==> src/rtl/cgra_im_loader.sv <==
// CGRA instruction-memory loader: parses header/payload blocks from a 32-bit stream
// and issues one registered write per instruction. Optional CGRA_IM_LOADER_CHECKSUM_EN adds a trailing XOR check word.
module cgra_im_loader #(
   parameter int I_WIDTH           = 12,
   parameter int I_IMM_WIDTH       = 33,
   parameter int IM_MEM_ADDR_WIDTH = 8,
   parameter int NUM_ID            = 10,
   parameter int NUM_IMM           = 4
) (
   input  logic                           iClk,
   input  logic                           iReset_n,
   input  logic [31:0]                    iLoad_Data,
   input  logic                           iLoad_Valid,
   output logic                           oLoad_Ready,
   output logic [NUM_ID+NUM_IMM-1:0]      oIM_WriteEnable,
   output logic [IM_MEM_ADDR_WIDTH-1:0]   oIM_WriteAddress,
   output logic [I_WIDTH-1:0]             oIM_WriteData,
   output logic [I_IMM_WIDTH-1:0]         oIM_WriteData_IMM,
   output logic                           oBusy,
   output logic                           oDone,
   output logic                           oError
);
   localparam int NW = NUM_ID + NUM_IMM;
   localparam int AW = IM_MEM_ADDR_WIDTH;
   localparam logic [7:0] TGT_IMM_LO = 8'(NUM_ID);
   localparam logic [7:0] TGT_END    = 8'(NW);

   typedef enum logic [2:0] {
      S_IDLE,
      S_HDR1,
      S_DATA_LO,
      S_DATA_HI,
      S_DRAIN
`ifdef CGRA_IM_LOADER_CHECKSUM_EN
      , S_CHECK
`endif
   } state_t;

   state_t            r_state, w_next;
   logic [7:0]        r_target;
   logic [15:0]       r_count;
   logic [AW-1:0]     r_addr;
   logic [31:0]       r_lo;
   logic              r_ready;
   logic [NW-1:0]     r_we;
   logic [AW-1:0]     r_waddr;
   logic [I_WIDTH-1:0]     r_wdata;
   logic [I_IMM_WIDTH-1:0] r_wdata_imm;
   logic              r_done;
   logic              r_error;
`ifdef CGRA_IM_LOADER_CHECKSUM_EN
   logic [31:0]       r_csum;
`endif

   logic              w_acc, w_imm_tgt, w_bad_tgt, w_last;
   logic              w_issue, w_done, w_set_err, w_payload, w_block_end;
   logic [NW-1:0]     w_onehot;

   assign w_acc     = iLoad_Valid & r_ready;
   assign w_imm_tgt = (r_target >= TGT_IMM_LO) && (r_target < TGT_END);
   assign w_bad_tgt = (r_target >= TGT_END);
   assign w_last    = (r_count == 16'd1);
   assign w_onehot  = {{(NW-1){1'b0}}, 1'b1} << r_target;

   always_ff @(posedge iClk or negedge iReset_n) begin
      if (!iReset_n) r_state <= S_IDLE;
      else           r_state <= w_next;
   end

   always_comb begin
      w_next      = r_state;
      w_issue     = 1'b0;
      w_done      = 1'b0;
      w_set_err   = 1'b0;
      w_payload   = 1'b0;
      w_block_end = 1'b0;
      case (r_state)
         S_IDLE: if (w_acc) w_next = S_HDR1;
         S_HDR1: if (w_acc) begin
            if (r_count == 16'd0) begin
               w_next = S_IDLE;
               w_done = 1'b1;
            end else if (w_bad_tgt) begin
               w_next    = S_DRAIN;
               w_set_err = 1'b1;
            end else begin
               w_next = S_DATA_LO;
            end
         end
         S_DATA_LO: if (w_acc) begin
            w_payload = 1'b1;
            if (w_imm_tgt) begin
               w_next = S_DATA_HI;
            end else begin
               w_issue     = 1'b1;
               w_block_end = w_last;
            end
         end
         S_DATA_HI: if (w_acc) begin
            w_payload   = 1'b1;
            w_issue     = 1'b1;
            w_next      = S_DATA_LO;
            w_block_end = w_last;
         end
         // Invalid targets consume single words and never write.
         S_DRAIN: if (w_acc) begin
            w_payload   = 1'b1;
            w_block_end = w_last;
         end
`ifdef CGRA_IM_LOADER_CHECKSUM_EN
         S_CHECK: if (w_acc) begin
            w_next    = S_IDLE;
            w_done    = 1'b1;
            w_set_err = (iLoad_Data != r_csum);
         end
`endif
         default: w_next = S_IDLE;
      endcase
      if (w_block_end) begin
`ifdef CGRA_IM_LOADER_CHECKSUM_EN
         w_next = S_CHECK;
`else
         w_next = S_IDLE;
         w_done = 1'b1;
`endif
      end
   end

   always_ff @(posedge iClk or negedge iReset_n) begin
      if (!iReset_n) begin
         r_target    <= '0;
         r_count     <= '0;
         r_addr      <= '0;
         r_lo        <= '0;
         r_ready     <= 1'b0;
         r_we        <= '0;
         r_waddr     <= '0;
         r_wdata     <= '0;
         r_wdata_imm <= '0;
         r_done      <= 1'b0;
         r_error     <= 1'b0;
`ifdef CGRA_IM_LOADER_CHECKSUM_EN
         r_csum      <= '0;
`endif
      end else begin
         r_ready <= 1'b1;
         r_done  <= w_done;
         r_error <= r_error | w_set_err;
         r_we    <= '0;
         if (r_state == S_IDLE && w_acc) begin
            r_target <= iLoad_Data[7:0];
            r_count  <= iLoad_Data[31:16];
`ifdef CGRA_IM_LOADER_CHECKSUM_EN
            r_csum   <= '0;
`endif
         end
         if (r_state == S_HDR1 && w_acc) r_addr <= iLoad_Data[AW-1:0];
         if (r_state == S_DATA_LO && w_acc && w_imm_tgt) r_lo <= iLoad_Data;
         if (r_state == S_DRAIN && w_acc) r_count <= r_count - 16'd1;
`ifdef CGRA_IM_LOADER_CHECKSUM_EN
         if (w_payload) r_csum <= r_csum ^ iLoad_Data;
`endif
         if (w_issue) begin
            r_we    <= w_onehot;
            r_waddr <= r_addr;
            r_addr  <= r_addr + AW'(1);
            r_count <= r_count - 16'd1;
            // Only the data port matching the target class is updated; the other holds.
            if (w_imm_tgt) r_wdata_imm <= {iLoad_Data[I_IMM_WIDTH-33:0], r_lo};
            else           r_wdata     <= iLoad_Data[I_WIDTH-1:0];
         end
      end
   end

   assign oLoad_Ready       = r_ready;
   assign oIM_WriteEnable   = r_we;
   assign oIM_WriteAddress  = r_waddr;
   assign oIM_WriteData     = r_wdata;
   assign oIM_WriteData_IMM = r_wdata_imm;
   assign oBusy             = (r_state != S_IDLE);
   assign oDone             = r_done;
   assign oError            = r_error;
endmodule

==> config.mk <==
export PLATFORM = sky130hd
export DESIGN_NAME = cgra_im_loader
export DESIGN_NICKNAME = d
export VERILOG_FILES = /design/src/rtl/cgra_im_loader.sv
export SDC_FILE = /design/constraint.sdc
export NUM_CORES = 1
export LEC_CHECK = 0
export ABC_CLOCK_PERIOD_IN_PS = 2190
export CAP_MARGIN = 0
export CORE_ASPECT_RATIO = 0.6
export CORE_MARGIN = 1.5
export CORE_UTILIZATION = 45
export CTS_CLUSTER_DIAMETER = 100
export DETAILED_ROUTE_END_ITERATION = 16
export DONT_BUFFER_PORTS = 1
export PLACE_DENSITY = 0.71
export REMOVE_ABC_BUFFERS = 1
export SLEW_MARGIN = 20
export SYNTH_ARGS = -nofsm -noshare
export SYNTH_HDL_FRONTEND = slang
export SYNTH_SLANG_ARGS = --single-unit
==> constraint.sdc <==
create_clock -name iClk -period 2.19 [get_ports iClk]
set_input_delay 0.657 -clock iClk [delete_from_list [all_inputs] [get_ports iClk]]
set_output_delay 0.657 -clock iClk [all_outputs]
set_load 0.01 [all_outputs]
Word level (Yosys, flattened, before mapping)
Cells that the tools add are included.
{ "word_totals": {"latch_bits": 0, "reg_bits": 137, "rom_bits": 0, "n_memories": 0, "out_inout_bits": 71, "in_bits": 35, "wordCells": 78, "mem_bits_rw": 0} }
{ "op_classes": {"muxes": 31, "div": 0, "mul": 0, "reduce_logical": 15, "magnitude_cmp": 3, "bitwise": 3, "eq_ne": 11, "add_sub_neg": 2, "shifts": 1} }
{ "op_table": {"columns": ["cell", "n"], "rows": [
  ["$mux W16", 3],
  ["$mux W3", 8],
  ["$eq A16 B1 Y1 const B", 1],
  ["$ge A8 B4 Y1 const B", 2],
  ["$logic_not A16 Y1", 1],
  ["$mux W8", 2],
  ["$sub A16 B1 Y16 const B", 1],
  ["$ne A3 B3 Y1 const B", 5],
  ["$pmux W3 S5", 1],
  ["$mux W1", 14],
  ["$mux W14", 1],
  ["$shl A1 B8 Y14 const A", 1],
  ["$add A8 B1 Y8 const B", 1],
  ["$lt A8 B4 Y1 const B", 1],
  ["$eq A3 B2 Y1 const B", 2],
  ["$logic_and A1 B1 Y1", 6],
  ["$reduce_and A6 Y1", 1],
  ["$reduce_bool A3 Y1", 2],
  ["$pmux W1 S2", 2],
  ["$reduce_and A2 Y1", 2],
  ["$eq A3 B1 Y1 const B", 1],
  ["$eq A3 B3 Y1 const B", 1],
  ["$logic_not A3 Y1", 1],
  ["$ne A2 B2 Y1 const B", 1],
  ["5 further kinds", 5]
]} }

Depth between registers and ports, before layout
Gate-level depths: netlist of run 1.
{ "logic_depth": {"word_depth": 7, "mapped_depth": 7, "ltp_nobuf": 7} }

Worst setup path before layout of run 1
OpenSTA, ideal clock, no wires.
{ "synth_path": {"path_type": "register -> register", "from": "reg r_count[0]", "to": "reg r_count[14]", "synth_period_minus_slack_ns": 2.132, "setup_slack_ns": 0.058, "arrival_ns": 2.008, "required_ns": 2.066, "path_stages_with_launch": 8, "path_cell_list": "dfrtp_1 -> inv_1 -> ha_1 -> or3b_2 -> nor2_1 -> o211ai_1 -> o311a_1 -> a211o_1"} }
{ "synth_between": {"elab_chain_cells": 3} }
{ "synth_rtl": {"columns": ["item", "line", "rtl"], "rows": [
  ["start, declared", "41", "logic [15:0] r_count;"],
  ["start signal, assigned", "152", "r_count <= iLoad_Data[31:16];"],
  ["start signal, assigned", "159", "if (r_state == S_DRAIN && w_acc) r_count <= r_count - 16'd1;"],
  ["start signal, assigned", "167", "r_count <= r_count - 16'd1;"],
  ["$sub A16 B1 Y16 (*)", "159, 167", null],
  ["$mux W16", "159", null],
  ["$mux W16 (*)", "163", "if (w_issue) begin"]
]} }
Mark *: on every way between the ends. The rest lies on a longest branch, timed or not.
A chain may end at the register's enable or synchronous reset.

Worst setup path after layout of run 1
{ "layout_path": {"from": "reg r_target[4]", "to": "reg r_lo[30]"} }
{ "layout_between": {"elab_chain_cells": 3, "word_cells_on_any_way": 4, "cone_classes": "order compare (2); reduce/logical (2)"} }
{ "layout_rtl": {"columns": ["item", "line", "rtl"], "rows": [
  ["start, declared", "40", "logic [7:0] r_target;"],
  ["start signal, assigned", "151", "r_target <= iLoad_Data[7:0];"],
  ["$ge A8 B4 Y1 or $lt A8 B4 Y1 (tied branches)", "60", "assign w_imm_tgt = (r_target >= TGT_IMM_LO) && (r_target < TGT_END);"],
  ["$logic_and A1 B1 Y1 (*)", "60", null],
  ["$logic_and A1 B1 Y1 (*)", "158", "if (r_state == S_DATA_LO && w_acc && w_imm_tgt) r_lo <= iLoad_Data;"],
  ["end signal, assigned", "158", null],
  ["end, declared", "43", "logic [31:0] r_lo;"]
]} }
Marks and branches as above.

==> impl_results.md, run 1 <==
- Die ar.: 13510 sq um
- Maximum fanout along the worst path: 11
- CP required: 2490 ps
- M2 GR Usage: 30.56%
- Final Hold Viols: 137
- Leak: 3.207 nW
- Post-synth top area share: 59.54%
- Routed via count: 3876
- Status: finished, violations left
- Synthesized netlist cell count: 474
- Crit-path cells: nor4_4 > nand3_1 > nor3_4 > buf_4 > mux2_2
- Final antenna diode count: 0
- Largest net degree at the start of global routing: 138
- I/O pins: 106
- Nets: 538
- Initial antenna violation count: 0
- Clock transition at path regs: 60 ps
- Gr busiest metal: met2
- CP bufs+invs: 1
- Post-synth cell types: 57
- CP Launch Type: flop
- Failing checks: hold timing
- Later-pin clock latency in the skew report: 410 ps
- Min Hold Slack: -61.72 ps
- RSZ-0062 raised after global routing: true
- Final WL: 12880 um
- Root buf cell: clkbuf_16
- Die Y: 90.62 um
- Final period utilization: 98.29%
- Overflow after GRT: 0
- EDFF count, synth: 0
- Synthesized area per cell: 12.15 sq um
- Max Cap Violations: 0
- Worst path slowest cell: nor4_4
- Area Overhead vs Synth: 17.84%
- Max-slew violations: 0
- Primary FF master, synth: dfrtp_1
- Endpoints failing setup: 0
- FF+latch area: 3430 sq um
- Share of layout cells above drive strength 1: 30.47%
- CP arrival: 2450 ps
- Post-route insts no fill: 677
- Synth top area cells: dfrtp_1, mux2_2, nand2_1
- CTS H-tree depth: 4
- Filler cell count: 1054
- Placed Cells: 644
- Seq/Total Area, Yosys: 59.54%
- WL/cell: 19.03 um
- Std-Cell Rows: 31
- Vias in the first global route: 3954
- GRT met3 Usage: 7.626%
- Starting density of the core: 46.98%
- Crit Path Category: flop to flop
- Crit end category: flop
- Avg Vias per Cell: 5.725
- TritonCTS Buffers: 17
- Fmax: 464.6 MHz
- M1 GR Usage: 26.71%
- Fin Clk Skew: 10.68 ps
- Area of the multi-input gates: 2217 sq um
- Cell taking the most area after synthesis: dfrtp_1
- CTS Sinks: 137
- GPL Wtd Cong: 0.8917
- Pwr Density: 1233 nW/um^2
- R2R Setup Slk: 40 ps
- CP delay by family, top: simple AND/OR/NAND/NOR gates
- Drt drc: 0
- Max VDD drop: 0.6501 mV
- Clock Path Buffers: 2
- Final min period: 2153 ps
- Actual slew at the worst max-slew pin: 532.4 ps
- Post-Layout Inst Area: 6785 sq um
- Drt pass-1 iters: 4
- Ys async rst share: 100.0%
- DRT iter0 DRCs: 223
- CTS tree: yes
- Core Area: 12260 sq um
- Gr usage total: 20.00%
- Yosys warns: 0
- #FFs+latches synth: 137
- Die width: 149.0 um
- HPWL after detailed placement: 8944 um
- Remaining antenna violation count: 0
- Worst slew margin: 64.38%
- Cell area after synthesis: 5758 sq um
- First-pass GRT wire length: 20600 um
- Min-Delay Path Class: primary input to async pin
- Crit path largest cell delay: 490 ps
- Port bufs: 0
- Dpl cell area: 6088 sq um
flip-flops by register name (all words and copies together) (netlist names):
name               count
oLoad_Ready            1
oIM_WriteData_IMM     33
r_target               8
oIM_WriteData         12
r_addr                 8
oIM_WriteEnable       14
oIM_WriteAddress       8
r_state                3
r_count               16
oError                 1
oDone                  1
r_lo                  32
final timing paths:
check | start | cells past startpoint | end
setup / recovery | r_target[4] | 5 | r_lo[30]
hold / removal | iReset_n | 0 | oIM_WriteData[2]
setup reg to reg | r_target[4] | 5 | r_lo[30]
hold reg to reg | r_lo[3] | 1 | r_lo[3]
max in group asynchronous | iReset_n | 0 | r_count[1]
min in group iClk | iLoad_Data[1] | 2 | r_target[1]
Yosys cell counts, drive strengths merged, types with 2 or more instances:
cell and n:
nand3 9, nand2 74, a21o 3, a21oi 4, a221o 4, nor3b 3, o22ai 3, ha 4
or4 9, a32oi 3, and3 4, o221ai 2, xnor2 2, buf 17, clkbuf 7, inv 6
nand2b 5, o211ai 9, or2 2, nor2 24, mux2 77, nor3 10, dfrtp 137, o311ai 3
a31oi 7, o21ai 12, nor4 9, or3 8
per-stage QoR:
step	worst slack [ps]	util, %	hold WS (ps)	setup TNS (ps)	power, mW
finish	37.44	55.36	-61.72	0	8.368
global route	-61.95	55.36	-91.75	-1196	8.791
CTS	1.525	55.16	-81.54	0	8.392
detailed placement	15.31	49.67	364.3	0	5.142
global placement	108.1	49.67	364.8	0	5.027
floorplan	-630.8	-	361.4	-31230	4.546
worst reg2reg max path, stage by stage, from the launching register on:
cell and delay, ps:
dfrtp_1 420, nor4_4 490, nand3_1 250, nor3_4 250, buf_4 270, mux2_2 370
power by group:
part	internal (mW)	switching [mW]	leakage (nW)
combinational	0.742	0.813	1.06
sequential	3.06	0.531	1.82
clock	2.09	1.13	0.326
final cells by class:
cell class              count  area share [%]
flip-flops and latches    137           50.54
multi-input cells         307           32.68
clock buffers              18           6.472
repair buffers             30           3.504
clock inverters            14           3.430
well taps                 165           3.043
inverters                   6          0.3319
cell families (layout without fill, tap and decap cells):
| group | after synthesis | after routing | synth area share (%) |
|---|---|---|---|
| muxes | 77 | 77 | 15.06 |
| and+or+nand+nor | 162 | 162 | 14.02 |
| AOI/OAI and AO/OA | 60 | 60 | 7.540 |
| adders and majority gates | 4 | 4 | 0.8692 |
| other | 1 | 1 | 0.06513 |
| buffers and inverters | 30 | 68 | 2.456 |
| DFF | 137 | 137 | 59.54 |
| xor gates and xnor gates | 3 | 3 | 0.4564 |
cell usage in the layout, fill, tap and decap left out, types with 2 or more instances in the layout:
master,count
a31oi_1,7
dfrtp_1,136
o21ai_0,11
clkinv_4,2
or3_1,6
inv_8,2
nor3_1,8
a21oi_1,3
nand3_1,8
bufinv_16,5
buf_4,29
inv_1,6
o221ai_1,2
o22ai_1,3
or4_1,7
nor3b_1,2
nand2_1,74
nor4_1,7
a32oi_1,3
o311ai_0,3
nand2b_1,5
and3_1,4
a221o_1,4
nor2_1,24
mux2_2,76
a21o_1,3
or4_4,2
o211ai_1,9
or3_4,2
ha_1,3
clkbuf_16,17
inv_6,4
xnor2_1,2
layer usage:
layer / wire length, um / vias to the layer above
met3: 965 / 2
met5: 0 / -
met4: 27 / 0
met1: 5905 / 2018
met2: 5982 / 103
li1: - / 1753
repair_timing:
action	CTS	global route
endpoints found under the setup margin	0	62
setup buffers	0	1
endpoints found under the hold margin	137	137
gates resized for setup	0	5
(Power assumes the default switching activity.)
==> run 2, diff against run 1 <==
--- a/config.mk
+++ b/config.mk
@@ -13,7 +13,7 @@
 export CTS_CLUSTER_DIAMETER = 100
 export DETAILED_ROUTE_END_ITERATION = 16
 export DONT_BUFFER_PORTS = 1
-export PLACE_DENSITY = 0.71
+export PLACE_DENSITY_LB_ADDON = 0.12
 export REMOVE_ABC_BUFFERS = 1
 export SLEW_MARGIN = 20
 export SYNTH_ARGS = -nofsm -noshare
==> run 2 against run 1 <==
  * Sequential share of layout area grew 0.98 points
  * Largest power group unchanged
  * The run still ends with hold timing left
  * Sequential power is essentially flat
  * Register-to-register slack gained 50 ps
  * Clock power shrank 11%
  * Critical path type is now flop to output port
==> impl_results.md, run 2 (synthesis results as in run 1) <==
- Status: finished, violations left
- Failing checks: hold timing
- Max reg flops: 33 (unchanged)
- GPL Wtd Cong: 0.8132 (-8.8%)
- Remaining antenna violation count: 0 (unchanged)
- Fin Clk Skew: 7.772 ps (-2.912 ps)
- Vias in the first global route: 3694 (-6.6%)
- Maximum fanout along the worst path: 7 (-4)
- DP Worst Slack: 60.19 ps (+44.89 ps)
- Max VDD drop: 0.6814 mV (+4.8%)
- Overflow after GRT: 0 (unchanged)
- Min Hold Slack: -59.14 ps (+2.585 ps)
- Final Hold Viols: 137 (unchanged)
- Nets: 533 (-0.93%)
- Worst path slowest cell: dfrtp_2
- Final antenna diode count: 0 (unchanged)
- CTS Sinks: 137 (unchanged)
- Core Area: 12260 sq um (unchanged)
- Starting density of the core: 46.98% (unchanged)
- Die width: 149.0 um (unchanged)
- Root buf cell: clkbuf_16
- Routed via count: 3749 (-3.3%)
- Die ar.: 13510 sq um (unchanged)
- CP Launch Type: flop
- Leak: 3.145 nW (-1.9%)
- TritonCTS Buffers: 17 (unchanged)
- Crit path largest cell delay: 450 ps (-40 ps)
- Max-slew violations: 0 (unchanged)
- Die Y: 90.62 um (unchanged)
- Avg Vias per Cell: 5.579 (-2.6%)
- Max Cap Violations: 0 (unchanged)
- Commonest non-fill, non-tap cells in the layout: dfrtp_1, mux2_2, nand2_1
- Endpoints failing setup: 0 (unchanged)
- Final min period: 2117 ps (-35.77 ps)
- WL/cell: 18.57 um (-2.4%)
- Share of layout cells above drive strength 1: 29.59% (-0.88 points)
- Worst setup margin: 73.21 ps (+35.77 ps)
- Pwr Density: 1189 nW/um^2 (-3.6%)
- Final period utilization: 96.66% (-1.6 points)
- Crit-path cells: buf_4 > or3_4
- Fmax: 472.4 MHz (+1.7%)
- Final Power: 7.912 mW (-5.4%)
- Initial antenna violation count: 0 (unchanged)
- Port bufs: 0 (unchanged)
- Area of the multi-input gates: 2210 sq um (-0.34%)
- RSZ-0062 raised after global routing: false
- Area Overhead vs Synth: 15.60%
- Clock transition at path regs: 60 ps (about the same)
- HPWL after detailed placement: 8560 um (-4.3%)
- First-pass GRT wire length: 20170 um (-2.1%)
- Later-pin clock latency in the skew report: 410 ps (about the same)
- CTS H-tree depth: 4 (unchanged)
- DRT iter0 DRCs: 215 (-3.6%)
- Filler cell count: 1056 (+0.19%)
- Std-Cell Rows: 31 (unchanged)
- Final WL: 12480 um (-3.1%)
- Drt drc: 0 (unchanged)
- Drt pass-1 iters: 4 (unchanged)
- Gr usage total: 19.64% (-0.36 points)
- I/O pins: 106 (unchanged)
- CP arrival: 1460 ps (-990 ps)
- Clock Path Buffers: 2 (unchanged)
- Crit end category: output port
- CTS tree: yes
- Crit Path Category: flop to output port
- CP required: 1530 ps (-960 ps)
- FF+latch area: 3430 sq um (unchanged)
- Largest net degree at the start of global routing: 138 (unchanged)
- Min-Delay Path Class: primary input to async pin
- Commonest non-fill, non-tap cell in the layout: dfrtp_1
run 2: cell types whose count changed in the layout (fill, tap and decap cells not counted), sizes merged:
cell and change:
bufinv -3, inv +1, clkbuf -1, clkinv +2
clkinvlp +1, buf -5
run 2: worst paths after layout:
check	start	endpoint	slack (ps)	cells after the start
worst max-delay path	r_state[0]	oBusy	70	2
worst min-delay path	iReset_n	oIM_WriteEnable[1]	-60	0
worst max register to register	r_count[1]	r_count[14]	90	7
worst min register to register	r_lo[3]	r_lo[3]	490	1
max in group asynchronous	iReset_n	oIM_WriteData[0]	2000	0
min in group iClk	iLoad_Data[3]	r_target[3]	350	2
run 2: report_power, final:
group	total, mW	leakage (nW)	internal (mW)	switching [mW]
combinational	1.46	1.04	0.716	0.742
clock	2.85	0.287	1.70	1.15
sequential	3.61	1.82	3.06	0.545
total	7.91	3.14	5.48	2.43
run 2: metal layers:
metal  vias up  part of all wire [%]  routed length (um)  GRT usage (%)
li1       1741                     -                   -              -
met1      1888                    49                6150          29.21
met2       113                    41                5127          26.23
met3         7                   9.0                1129          8.333
met4         0                  0.58                  72          4.455
met5         -                     0                   0              0
run 2: timing repair:
action | in CTS | in global routing
resized for setup | 0 | 4
buffers inserted | 0 | 2
hold endpoints to repair | 137 | 137
setup endpoints to repair | 0 | 65
run 2: critical path, delay by kind of cell, from the launching register on:
family	cells	cell delay, ps
simple gates	1	420
buf+inv	1	180
flops	1	450
run 2: cell type report:
type | count | area share [%]
flip-flops and latches | 137 | 51.52
inverters | 6 | 0.3383
clock buffers | 17 | 6.391
repair buffers | 25 | 3.008
well taps | 165 | 3.102
clock inverters | 15 | 2.444
multi-input cells | 307 | 33.20
run 2: stage by stage:
| stage | TNS (ps) | instances | area (sq um) | util [%] | hold slack, ps |
|---|---|---|---|---|---|
| finish | 0 | 672 | 6656 | 54.31 | -59.14 |
| global route | 0 | 672 | 6656 | 54.31 | -89.38 |
| CTS | 0 | 670 | 6631 | 54.10 | -76.28 |
| detailed placement | 0 | 638 | 6043 | 49.31 | 364.0 |
| global placement | 0 | 638 | 6043 | 49.31 | 364.4 |
| floorplan | -31230 | 450 | 5639 | - | 361.4 |
